<file path="src/rtl/button_pkg.sv">
// Shared types and constants for the button PIO interrupt master: FSM states,
// PIO register map and the Avalon bus-cycle encoding used by each state.
package button_pkg;

    localparam int EVT_W = 8;

    typedef enum logic [2:0] {
        ST_INIT_MASK,
        ST_IDLE,
        ST_RD_ADDR,
        ST_RD_DATA,
        ST_CLEAR,
        ST_SETTLE
    } state_e;

    localparam logic [1:0] ADDR_DATA = 2'd0;
    localparam logic [1:0] ADDR_MASK = 2'd2;
    localparam logic [1:0] ADDR_EDGE = 2'd3;

    localparam logic [EVT_W-1:0] EDGE_CLEAR_ALL = 8'hFF;

    typedef struct packed {
        logic             chipselect;
        logic             write_n;
        logic [1:0]       address;
        logic [EVT_W-1:0] writedata;
    } bus_t;

    localparam bus_t BUS_IDLE = '{
        chipselect: 1'b0,
        write_n:    1'b1,
        address:    ADDR_DATA,
        writedata:  8'h00
    };

    // Bus cycle driven while the FSM sits in a given state (Moore decode).
    function automatic bus_t bus_decode(input state_e st, input logic [EVT_W-1:0] mask);
        bus_t b;
        b = BUS_IDLE;
        case (st)
            ST_INIT_MASK: begin
                b.chipselect = 1'b1;
                b.write_n    = 1'b0;
                b.address    = ADDR_MASK;
                b.writedata  = mask;
            end
            ST_RD_ADDR, ST_RD_DATA: begin
                b.chipselect = 1'b1;
                b.address    = ADDR_EDGE;
            end
            ST_CLEAR: begin
                b.chipselect = 1'b1;
                b.write_n    = 1'b0;
                b.address    = ADDR_EDGE;
                b.writedata  = EDGE_CLEAR_ALL;
            end
            default: ;
        endcase
        return b;
    endfunction

endpackage

</file>
<file path="src/rtl/button_evt_fifo.sv">
// Small event FIFO: push/pop in the same cycle always succeed, a full FIFO
// accepts a push when it is also popped, and a rejected push is flagged.
module button_evt_fifo
    import button_pkg::*;
#(
    parameter int FIFO_DEPTH = 4,
    parameter int DATA_W     = EVT_W
) (
    input  logic              clk,
    input  logic              reset_n,
    input  logic              push_valid,
    input  logic [DATA_W-1:0] push_data,
    output logic              push_drop,
    input  logic              pop_ready,
    output logic [DATA_W-1:0] head_data,
    output logic              head_valid
);

    localparam int PTR_W = (FIFO_DEPTH > 1) ? $clog2(FIFO_DEPTH) : 1;
    localparam int CNT_W = PTR_W + 1;
    localparam logic [CNT_W-1:0] DEPTH_C = CNT_W'(FIFO_DEPTH);

    logic [DATA_W-1:0] mem_q [FIFO_DEPTH];
    logic [DATA_W-1:0] mem_d [FIFO_DEPTH];
    logic [PTR_W-1:0]  wr_ptr_q, wr_ptr_d;
    logic [PTR_W-1:0]  rd_ptr_q, rd_ptr_d;
    logic [CNT_W-1:0]  count_q, count_d;
    logic              empty, full, do_push, do_pop;

    always_comb begin
        empty     = (count_q == '0);
        full      = (count_q == DEPTH_C);
        do_pop    = pop_ready && !empty;
        do_push   = push_valid && (!full || do_pop);
        push_drop = push_valid && !do_push;

        mem_d    = mem_q;
        wr_ptr_d = wr_ptr_q;
        rd_ptr_d = rd_ptr_q;
        count_d  = count_q;

        // Power-of-two depth: pointers wrap by natural overflow.
        if (do_push) begin
            mem_d[wr_ptr_q] = push_data;
            wr_ptr_d        = wr_ptr_q + 1'b1;
        end
        if (do_pop) begin
            rd_ptr_d = rd_ptr_q + 1'b1;
        end
        case ({do_push, do_pop})
            2'b10:   count_d = count_q + 1'b1;
            2'b01:   count_d = count_q - 1'b1;
            default: ;
        endcase

        head_valid = !empty;
        head_data  = empty ? '0 : mem_q[rd_ptr_q];
    end

    always_ff @(posedge clk or negedge reset_n) begin
        if (!reset_n) begin
            wr_ptr_q <= '0;
            rd_ptr_q <= '0;
            count_q  <= '0;
        end else begin
            wr_ptr_q <= wr_ptr_d;
            rd_ptr_q <= rd_ptr_d;
            count_q  <= count_d;
        end
    end

    // Storage needs no reset: head_data is masked while the FIFO is empty.
    always_ff @(posedge clk) begin
        mem_q <= mem_d;
    end

endmodule

</file>
<file path="src/rtl/button_irq_master.sv">
// Avalon-MM master servicing a button PIO: programs the interrupt mask, then on
// each irq reads and clears the edge-capture register and queues nonzero captures.
module button_irq_master
    import button_pkg::*;
#(
    parameter logic [7:0] IRQ_MASK   = 8'hFF,
    parameter int         FIFO_DEPTH = 4
) (
    input  logic       clk,
    input  logic       reset_n,
    output logic [1:0] address,
    output logic       chipselect,
    output logic       write_n,
    output logic [7:0] writedata,
    input  logic [7:0] readdata,
    input  logic       irq,
    output logic [7:0] evt_data,
    output logic       evt_valid,
    input  logic       evt_ready,
    output logic       overflow,
    output logic       init_done
);

    state_e state_q, state_d;
    logic   init_done_q, init_done_d;
    logic   overflow_q, overflow_d;
    logic   push_valid, push_drop;
    bus_t   bus;

    always_comb begin
        state_d     = state_q;
        init_done_d = init_done_q;
        case (state_q)
            ST_INIT_MASK: begin
                state_d     = ST_IDLE;
                init_done_d = 1'b1;
            end
            ST_IDLE: begin
                if (irq) begin
                    state_d = ST_RD_ADDR;
                end
            end
            ST_RD_ADDR: state_d = ST_RD_DATA;
            ST_RD_DATA: state_d = ST_CLEAR;
            ST_CLEAR:   state_d = ST_SETTLE;
            ST_SETTLE:  state_d = ST_IDLE;
            default:    state_d = ST_INIT_MASK;
        endcase
    end

    // readdata is valid in RD_DATA because the slave registers it one cycle after RD_ADDR.
    always_comb begin
        push_valid = (state_q == ST_RD_DATA) && (readdata != 8'h00);
    end

    always_comb begin
        overflow_d = overflow_q | push_drop;
    end

    // Bus held idle while in reset even though the state register already reads INIT_MASK.
    always_comb begin
        bus = reset_n ? bus_decode(state_q, IRQ_MASK) : BUS_IDLE;
    end

    always_ff @(posedge clk or negedge reset_n) begin
        if (!reset_n) begin
            state_q     <= ST_INIT_MASK;
            init_done_q <= 1'b0;
            overflow_q  <= 1'b0;
        end else begin
            state_q     <= state_d;
            init_done_q <= init_done_d;
            overflow_q  <= overflow_d;
        end
    end

    button_evt_fifo #(
        .FIFO_DEPTH (FIFO_DEPTH),
        .DATA_W     (EVT_W)
    ) u_evt_fifo (
        .clk        (clk),
        .reset_n    (reset_n),
        .push_valid (push_valid),
        .push_data  (readdata),
        .push_drop  (push_drop),
        .pop_ready  (evt_ready),
        .head_data  (evt_data),
        .head_valid (evt_valid)
    );

    assign chipselect = bus.chipselect;
    assign write_n    = bus.write_n;
    assign address    = bus.address;
    assign writedata  = bus.writedata;
    assign overflow   = overflow_q;
    assign init_done  = init_done_q;

endmodule

</file>
<file path="config.mk">
export PLATFORM = sky130hd
export DESIGN_NAME = button_irq_master
export DESIGN_NICKNAME = d
export VERILOG_FILES = /design/src/rtl/button_pkg.sv /design/src/rtl/button_evt_fifo.sv /design/src/rtl/button_irq_master.sv
export SDC_FILE = /design/constraint.sdc
export NUM_CORES = 1
export LEC_CHECK = 0
export ABC_AREA = 1
export CORE_UTILIZATION = 35
export CTS_CLUSTER_DIAMETER = 50
export DETAILED_ROUTE_END_ITERATION = 8
export GPL_ROUTABILITY_DRIVEN = 0
export PLACE_DENSITY = 0.65
export SETUP_SLACK_MARGIN = 0.2
export SLEW_MARGIN = 20
export SYNTH_ARGS = -nofsm -noshare
export SYNTH_HDL_FRONTEND = slang
export SYNTH_SLANG_ARGS = --single-unit
export TNS_END_PERCENT = 1
</file>
<file path="constraint.sdc">
create_clock -name clk -period 1.55 [get_ports clk]
set_input_delay 0.155 -clock clk [delete_from_list [all_inputs] [get_ports clk]]
set_output_delay 0.155 -clock clk [all_outputs]
set_load 0.01 [all_outputs]
</file>
==> summary.md, run 1 <==
| Metric | Value |
|---|---|
| Part of the power in the clock network | approximately 17% |
| Post-Route WL | 4164 um |
| CTS Buf Count | 5 |
| CP max FO | 9 |
| Post-synth top cells | nor2_1, edfxtp_1, inv_1, o21ai_0, nand2_1 |
| CTS tree | yes |
| # H-tree levels | 2 |
| Worst setup SP type | flop |
| Post-CTS Hold Buffers | 0 |
| Number of enable flip-flop cells after synthesis | 32 |
| Top post-synthesis cells by area | edfxtp_1, dfrtp_1, nor2_1 |
| Vias per cell | 4.424 |
| Switching share of power | 36.99% |
| Register area share after synthesis | 60.47% |
| Grt ovf | 0 |
| Syn Area/Cell | 10.53 sq um |
| PortBufs | 34 |
| Distinct cell type count after synthesis | 24 |
| Final hold vios | 0 |
| Post-Synthesis Cells | 198 |
| Setup CP Type | reg2out |
| CTS Root Cell | clkbuf_8 |
| Final HPWL DP | 2987 um |
| # DRC | 0 |
| Finished Core Util | 51.63% |
| Power Density | 1808 nW/um^2 |
| GRT Util Overall | roughly 15% |
| Final setup violation count | 3 |
| Initial Util | between 30% and 40% |
| Required time worst endpoint | between 1000 and 1500 ps |
| Final clock skew | 10.74 ps |
| P_leak | 1.261 nW |
| Vias | 1535 |
| Syn Nets | 215 |
| Final Cell Area | 2895 sq um |
| Seq cells post-synth | 44 |
| Layout cell share with drive strength beyond 1 | 40.36% |
| Dpl cells | 332 |
| Final std cells w/o fill | 347 |
| First-pass GRT wire length | 7120 um |
| Reg power frac | 32.6% |
| Failing checks | setup timing |
| Ant. Diodes | 0 |
| Yosys top cell area share | 46.07% |
| Mapped cell area | 2086 sq um |
| Slew Limit Fails | 0 |
| Fmax | roughly 610 MHz |
| Tcrit/Tclk final | 105.8% |
| Outcome | finished, violations left |
| Die Ht | 79.20 um |
| Hold slack final | roughly 200 ps |
| Ys async rst share | 27.27% |
| Largest net degree at the start of global routing | 16 |
| Cell Area, Placed | 2746 sq um |
| Avg WL per Cell | 12.00 um |
| Die ar. | around 6300 sq um |
| Drt first pass iters | 4 |
| Initial antenna violation count | 0 |
| Drt initial violations | 54 |
| Largest area contributor in the netlist | edfxtp_1 |
| Top-count cell post-synth | nor2_1 |
| Boundary Pins | 35 |
| Bufs on Longest Clock Path | 2 |
| Combinational fraction of design power | 50.7% |
| Area Growth Syn to Fin | 38.81% |
| Main synth FF type | edfxtp_1 |
| Worst setup margin | -89.30 ps |
| Core area | roughly 5600 sq um |
| Vias in the first global route | between 1500 and 2000 |
| Worst-Margin Slew | 186.4 ps |
| Yosys warnings | 0 |
| Slew HR | between 80% and 90% |
| Clock-pin slew on the worst setup and hold paths | about 80 ps |
| Die X | about 79 um |
| Clock sink count | 44 |
| Arr. time, crit path | 1480 ps |
| VDD IR max | 0.9326 mV |
| Worst-skew pair later-pin latency | 300 ps |
| Antenna Nets Post-Route | 0 |
| Row count | 27 |
| Critical path capture point type | output port |
| Internal power | 3.298 mW |
| Net Sw Power | roughly 1.9 mW |
| RSZ-0062 raised after global routing | true |
| Worst hold path type | in2async |
| Max cap viols | 0 |
| Final min period | 1639 ps |
| Nets | 291 |
## registers in the layout, summed over array words and instances (netlist names)
name / cells
u_evt_fifo.rd_ptr_q: 2
state_q: 3
init_done: 1
u_evt_fifo.wr_ptr_q: 2
u_evt_fifo.count_q: 3
u_evt_fifo.mem_q: 32
overflow: 1
## layout by cell type, fill, tap and decap left out, types with 3 or more instances in the layout
master	Yosys	final
nand2_1	13	13
clkbuf_8	0	5
nor2_1	44	37
ha_1	4	4
xor2_1	3	3
dfrtp_1	12	10
buf_2	1	19
nor2_2	3	10
inv_1	25	19
o21ai_1	0	7
a21oi_1	11	10
buf_6	0	9
buf_4	11	39
edfxtp_1	32	32
inv_2	2	6
o21ai_0	17	9
nand2_2	6	5
clkdlybuf4s50_1	0	11
nand2_4	3	4
## layer usage
| metal | track usage (%) | wire length [um] |
|---|---|---|
| met3 | 2.759 | 103 |
| met4 | 7.818 | 74 |
| met5 | 0 | 0 |
| met2 | 26.03 | 2103 |
| met1 | 18.26 | 1883 |
## path summary, 6_finish.rpt
kind | to | depth (start not counted) | start | slack (ps)
min in group clk | state_q[1] | 3 | irq | 430
worst max register to register | u_evt_fifo.count_q[2] | 13 | u_evt_fifo.count_q[1] | -50
worst min-delay path | state_q[2] | 2 | reset_n | 200
worst min register to register | init_done | 1 | init_done | 480
max in group asynchronous | u_evt_fifo.rd_ptr_q[0] | 2 | reset_n | 1180
worst max-delay path | write_n | 6 | state_q[0] | -90
## worst max-delay path: stages (launching register included)
cell	delay, ps
dfrtp_1	440
nor2_2	140
inv_2	60
nor2_1	90
buf_4	150
inv_1	40
dlygate4sd2_1	270
## kinds of logic (layout without fill, tap and decap cells)
kind of cell               Yosys count  after routing  synth area share (%)
AOI/OAI and AO/OA                   32             32                 8.098
xor gates and xnor gates             3              3                 1.260
adders and majority gates            5              5                 3.359
buffers and inverters               40            117                 9.298
DFF                                 44             44                 60.47
and+or+nand+nor                     74             74                 17.52
## timing repair
| action | CTS | global route |
|---|---|---|
| setup buffers | 6 | 0 |
| setup endpoints to repair | 56 | 60 |
| gates cloned | 1 | 0 |
| pin swaps | 16 | 8 |
| resized for setup | 88 | 31 |
## cell type report
cell class | instances | area (sq um)
multi-input cells | 114 | 670.6
flip-flops and latches | 44 | 1264
well taps | 72 | 90.09
fillers | 527 | 2713
inverters | 27 | 106.4
repair buffers | 82 | 649.4
clock buffers | 5 | 68.82
clock inverters | 3 | 46.29
## per-stage QoR
step	setup TNS (ps)	setup WS (ps)	power [mW]
final	-158.6	-89.30	5.235
after global routing	-1235	-195.9	5.643
after CTS	-397.6	-63.75	5.247
after detailed placement	-11060	-318.9	4.368
after global placement	-11050	-285.6	4.311
after floorplan	-421.6	-75.18	3.106
## power groups by stage
stage,combinational [mW],clock (mW),sequential [mW]
after floorplan,1.45,0,1.65
final,2.65,0.875,1.70
after global placement,2.62,0,1.69
after detailed placement,2.67,0,1.69
after global routing,2.96,0.949,1.73
after CTS,2.65,0.899,1.70
Note: power is estimated with default switching activity, not from simulation.
==> run 2, diff against run 1 <==
Settings changed: GPL_TIMING_DRIVEN set to 0.
==> summary.md, run 2 (synthesis gave the netlist of run 1 again) <==
| Metric | Value |
|---|---|
| Worst setup margin | -159.6 ps |
| CP max FO | 6 |
| VDD IR max | 0.9790 mV |
| Post-Route WL | 4325 um |
| Tot Pwr | 5.564 mW |
| Slew HR | around three fifths |
| Dpl cells | 304 |
| Avg WL per Cell | ~13 um |
| Initial Util | 37.19% |
| Clock sink count | 44 |
| Top Registers | u_evt_fifo.mem_q (32), state_q (3), u_evt_fifo.count_q (3) |
| Hold slack final | 145.5 ps |
| Vias | 1516 |
| CTS Root Cell | clkbuf_8 |
| Critical path capture point type | output port |
| Slowest-stage cell, CP | dfrtp_1 |
| Final min period | 1710 ps |
| Layout cell share with drive strength beyond 1 | about two fifths |
| Initial antenna violation count | 0 |
| GRT Util Overall | 15.20% |
| First-pass GRT wire length | between 7000 and 8000 um |
| Most common cell on crit path | buf_6 |
| Biggest register | u_evt_fifo.mem_q |
| Final std cells w/o fill | 336 |
| Commonest non-fill, non-tap cell in the layout | nor2_1 |
| Drt initial violations | 89 |
| Die X | 79.20 um |
| Arr. time, crit path | between 1500 and 2000 ps |
| FF+latch area | 1261 sq um |
| Vias in the first global route | ~1500 |
| Outcome | finished, violations left |
| Worst hold path type | in2reg |
| Vias per cell | approximately 4.5 |
| Fmax | 584.9 MHz |
| CP bufs+invs | 4 |
| Core area | roughly 5600 sq um |
| Area Growth Syn to Fin | 41.69% |
| Setup TNS Final | -1017 ps |
| Kind of cell adding the most delay to the critical path | buffers and inverters |
| Finished Core Util | between 50% and 60% |
| P_leak | 1.279 nW |
| Critical Path, Cell by Cell | buf_6 > clkinvlp_4 > buf_6 > nor2_4 > o21ai_1 > a21oi_1 > buf_2 |
| # DRC | 0 |
| Worst-skew pair later-pin latency | 300 ps |
| Bufs on Longest Clock Path | 2 |
| Power Density | 1883 nW/um^2 |
| Post-placement setup slack | -983.0 ps |
| Clock-pin slew on the worst setup and hold paths | 80 ps |
| CTS Buf Count | 5 |
| Setup CP Type | reg2out |
| Die ar. | 6272 sq um |
| CTS tree | yes |
| Final setup violation count | 14 |
| Layout fillers | 505 |
| Antenna Nets Post-Route | 0 |
| PortBufs | 34 |
| Row count | 27 |
| Required time worst endpoint | between 1000 and 1500 ps |
| # H-tree levels | 2 |
| Boundary Pins | 35 |
| Slowest stage delay, CP | 340 ps |
| Largest net degree at the start of global routing | 16 |
| Worst setup SP type | flop |
| Area of the multi-input gates | 738.2 sq um |
| Tcrit/Tclk final | 110.3% |
| Ant. Diodes | 0 |
| Cell Area, Placed | 2519 sq um |
| Final clock skew | around 5.1 ps |
| Final hold vios | 0 |
| RSZ-0062 raised after global routing | true |
| Commonest non-fill, non-tap cells in the layout | nor2_1, edfxtp_1, buf_4 |
| Worst-Margin Slew | roughly 600 ps |
| Grt ovf | 0 |
| Final HPWL DP | 2657 um |
| Drt first pass iters | 4 |
| Max reg flops | 32 |
| Final Cell Area | 2955 sq um |
| Max cap viols | 0 |
| Slew Limit Fails | 0 |
| Failing checks | setup timing |
| Die Ht | 79.20 um |
| Nets | 280 |
-- run 2: cell types whose count changed in the layout (fill, tap and decap cells not counted), moves of 3 or more --
cell	change
nor2_4	+10
clkdlybuf4s50_1	-8
inv_2	-3
nor2_1	-3
nor2_2	-6
dlymetal6s2s_1	+5
buf_4	-13
buf_2	-7
buf_6	+5
-- run 2: cell type report --
cell class,instances,area share [%]
Clock inverter,3,1.566
Multi-Input combinational cell,115,24.98
Clock buffer,5,2.329
Inverter,27,3.937
Buffer,13,4.657
Tap cell,72,3.048
Timing Repair Buffer,57,16.81
Sequential cell,44,42.68
-- run 2: power breakdown --
part           total (mW)  switching, mW  internal (mW)  leakage, nW
combinational        3.03           1.59           1.44        0.799
clock               0.892          0.407          0.485       0.0548
sequential           1.64          0.122           1.52        0.426
total                5.56           2.12           3.44         1.28
-- run 2: path summary, 6_finish.rpt --
kind,depth (start not counted),to,start,slack (ps)
hold / removal,1,u_evt_fifo.mem_q[21],readdata[5],150
max in group asynchronous,2,u_evt_fifo.rd_ptr_q[1],reset_n,650
hold reg to reg,1,overflow,overflow,490
setup / recovery,7,evt_data[1],u_evt_fifo.rd_ptr_q[1],-160
min in group asynchronous,2,init_done,reset_n,510
setup reg to reg,13,u_evt_fifo.count_q[2],u_evt_fifo.count_q[1],-100
-- run 2: what timing repair did --
| action | in CTS | in global routing |
|---|---|---|
| endpoints found under the hold margin | 12 | 0 |
| gates resized for setup | 120 | 24 |
| hold buffers | 1 | 0 |
| pin swaps | 16 | 18 |
| gates cloned | 1 | 0 |
| setup endpoints to repair | 57 | 56 |
| buffers inserted | 22 | 0 |
-- run 2: per-layer routing --
metal  up-vias  GRT usage, %  share of wire, %
li1        765             -                 -
met1       717         18.58                44
met2        24         25.60                50
met3        10         4.253               3.6
met4         0         5.273               1.8
met5         -             0                 0
==> run 3, diff against run 2 <==
Settings changed: CORE_UTILIZATION 35 to 47, PLACE_DENSITY 0.65 to 0.81.
==> summary.md, run 3 (synthesis gave the netlist of run 1 again) <==
| Metric | Value |
|---|---|
| Grt ovf | 0 |
| PortBufs | 34 |
| Setup CP Type | reg2out |
| Vias per cell | about 5.1 |
| Vias in the first global route | 1650 |
| Die X | 68.62 um |
| GRT Util Overall | 23.67% |
| Fmax | 580.4 MHz |
| RSZ-0062 raised after global routing | true |
| Post-placement setup slack | -962.2 ps |
| CTS tree | yes |
| VDD IR max | just over 1 mV |
| Core area | around 4100 sq um |
| First-pass GRT wire length | 7631 um |
| Max reg flops | 32 |
| Worst setup SP type | flop |
| Arr. time, crit path | 1570 ps |
| Outcome | finished, violations left |
| Tcrit/Tclk final | 111.2% |
| Commonest non-fill, non-tap cell in the layout | buf_4 |
| Worst-Margin Slew | about 590 ps |
| P_leak | 1.306 nW |
| Biggest register | u_evt_fifo.mem_q |
| Initial antenna violation count | 0 |
| Ant. Diodes | 0 |
| Bufs on Longest Clock Path | 2 |
| Die Ht | 68.62 um |
| CTS Root Cell | clkbuf_8 |
| Power Density | 1899 nW/um^2 |
| Failing checks | setup timing |
| Initial Util | 50.68% |
| Area Growth Syn to Fin | 41.99% |
| Layout cell share with drive strength beyond 1 | 41.03% |
| Nets | 289 |
| Hold slack final | 159.8 ps |
| Worst hold path type | in2reg |
| Drt first pass iters | 4 |
| Avg WL per Cell | 15.64 um |
| Final min period | roughly 1700 ps |
| Slew HR | 60.29% |
| CP max FO | 5 |
| # H-tree levels | 2 |
| Largest net degree at the start of global routing | 16 |
| Dpl cells | 282 |
| Max cap viols | 0 |
| Cells on Worst Hold Path | 1 |
| Vias | 1646 |
| Finished Core Util | between 70% and 80% |
| Critical path capture point type | output port |
| Commonest non-fill, non-tap cells in the layout | buf_4, nor2_1, edfxtp_1 |
| Clock sink count | 44 |
| Worst setup margin | -172.9 ps |
| Top Registers | u_evt_fifo.mem_q (32), state_q (3), u_evt_fifo.count_q (3) |
| Boundary Pins | 35 |
| Final std cells w/o fill | 323 |
| Row count | 23 |
| Layout fillers | 279 |
| Worst-skew pair later-pin latency | 310 ps |
| Final setup violation count | 33 |
| Slew Limit Fails | 0 |
| Post-Route WL | 5051 um |
| CTS Buf Count | 5 |
| Drt initial violations | 90 |
| Final HPWL DP | 2670 um |
| Required time worst endpoint | between 1000 and 1500 ps |
| Die ar. | 4708 sq um |
| Clock-pin slew on the worst setup and hold paths | about 80 ps |
| Antenna Nets Post-Route | 0 |
| Final Cell Area | a little under 3000 sq um |
| Final hold vios | 0 |
| # DRC | 0 |
| Final clock skew | 6.616 ps |
| Worst Reg-to-Reg Cells | 13 |
| Cell Area, Placed | 2491 sq um |
-- run 3: changes by cell type in the layout (fill, tap and decap cells not counted), moves of 2 or more --
cell            change
dlymetal6s2s_1      -3
nor2_2              +4
buf_4               +8
clkinv_4            +2
nor2_1              -2
dlygate4sd2_1       +2
nor2_4              -2
-- run 3: power breakdown --
group	internal, mW	leakage, nW	switching, mW
Clock	0.485	0.0583	0.408
Sequential	1.52	0.426	0.131
Combinational	1.44	0.822	1.64
-- run 3: through the flow --
stage	power [mW]	TNS, ps
finish	5.624	-1867
CTS	5.411	-812.3
global placement	3.944	-33220
floorplan	3.106	-421.6
global route	5.942	-5163
detailed placement	4.016	-35010
-- run 3: worst paths after layout --
path / startpoint / endpoint / slack, ps
min: readdata[5] / u_evt_fifo.mem_q[13] / 160
min in group asynchronous: reset_n / u_evt_fifo.count_q[2] / 520
max in group asynchronous: reset_n / u_evt_fifo.count_q[0] / 640
max reg2reg: state_q[1] / u_evt_fifo.count_q[2] / -140
max: u_evt_fifo.rd_ptr_q[1] / evt_data[0] / -170
min reg2reg: init_done / init_done / 480
-- run 3: repair_timing --
item	in CTS	in global routing
pin swaps	20	11
setup endpoints to repair	57	58
hold buffers	1	0
hold endpoints to repair	12	0
cloned	1	0
buffers inserted	29	2
gates resized for setup	136	17
-- run 3: metal layers --
| metal | vias up | part of all wire, % | track usage [%] |
|---|---|---|---|
| met5 | - | 0 | 0 |
| met4 | 0 | 1.2 | 10.68 |
| met3 | 10 | 5.2 | 5.757 |
| met2 | 58 | 55 | 42.77 |
| met1 | 796 | 39 | 26.02 |
| li1 | 782 | - | - |
-- run 3: final cells by class --
class	instances	area [sq um]	area share, %
well taps	50	62.56	2.112
flip-flops and latches	44	1261	42.59
multi-input cells	115	738.2	24.93
repair buffers	66	550.5	18.59
clock buffers	5	68.82	2.324
clock inverters	3	47.55	1.605
plain buffers	13	118.9	4.014
inverters	27	113.9	3.845
-- run 3: critical path, stage by stage, from the launching register on --
cell	delay (ps)
dfrtp_1	360
buf_6	110
clkinvlp_4	150
buf_6	170
nor2_2	80
o21ai_1	70
a21oi_1	160
buf_2	160
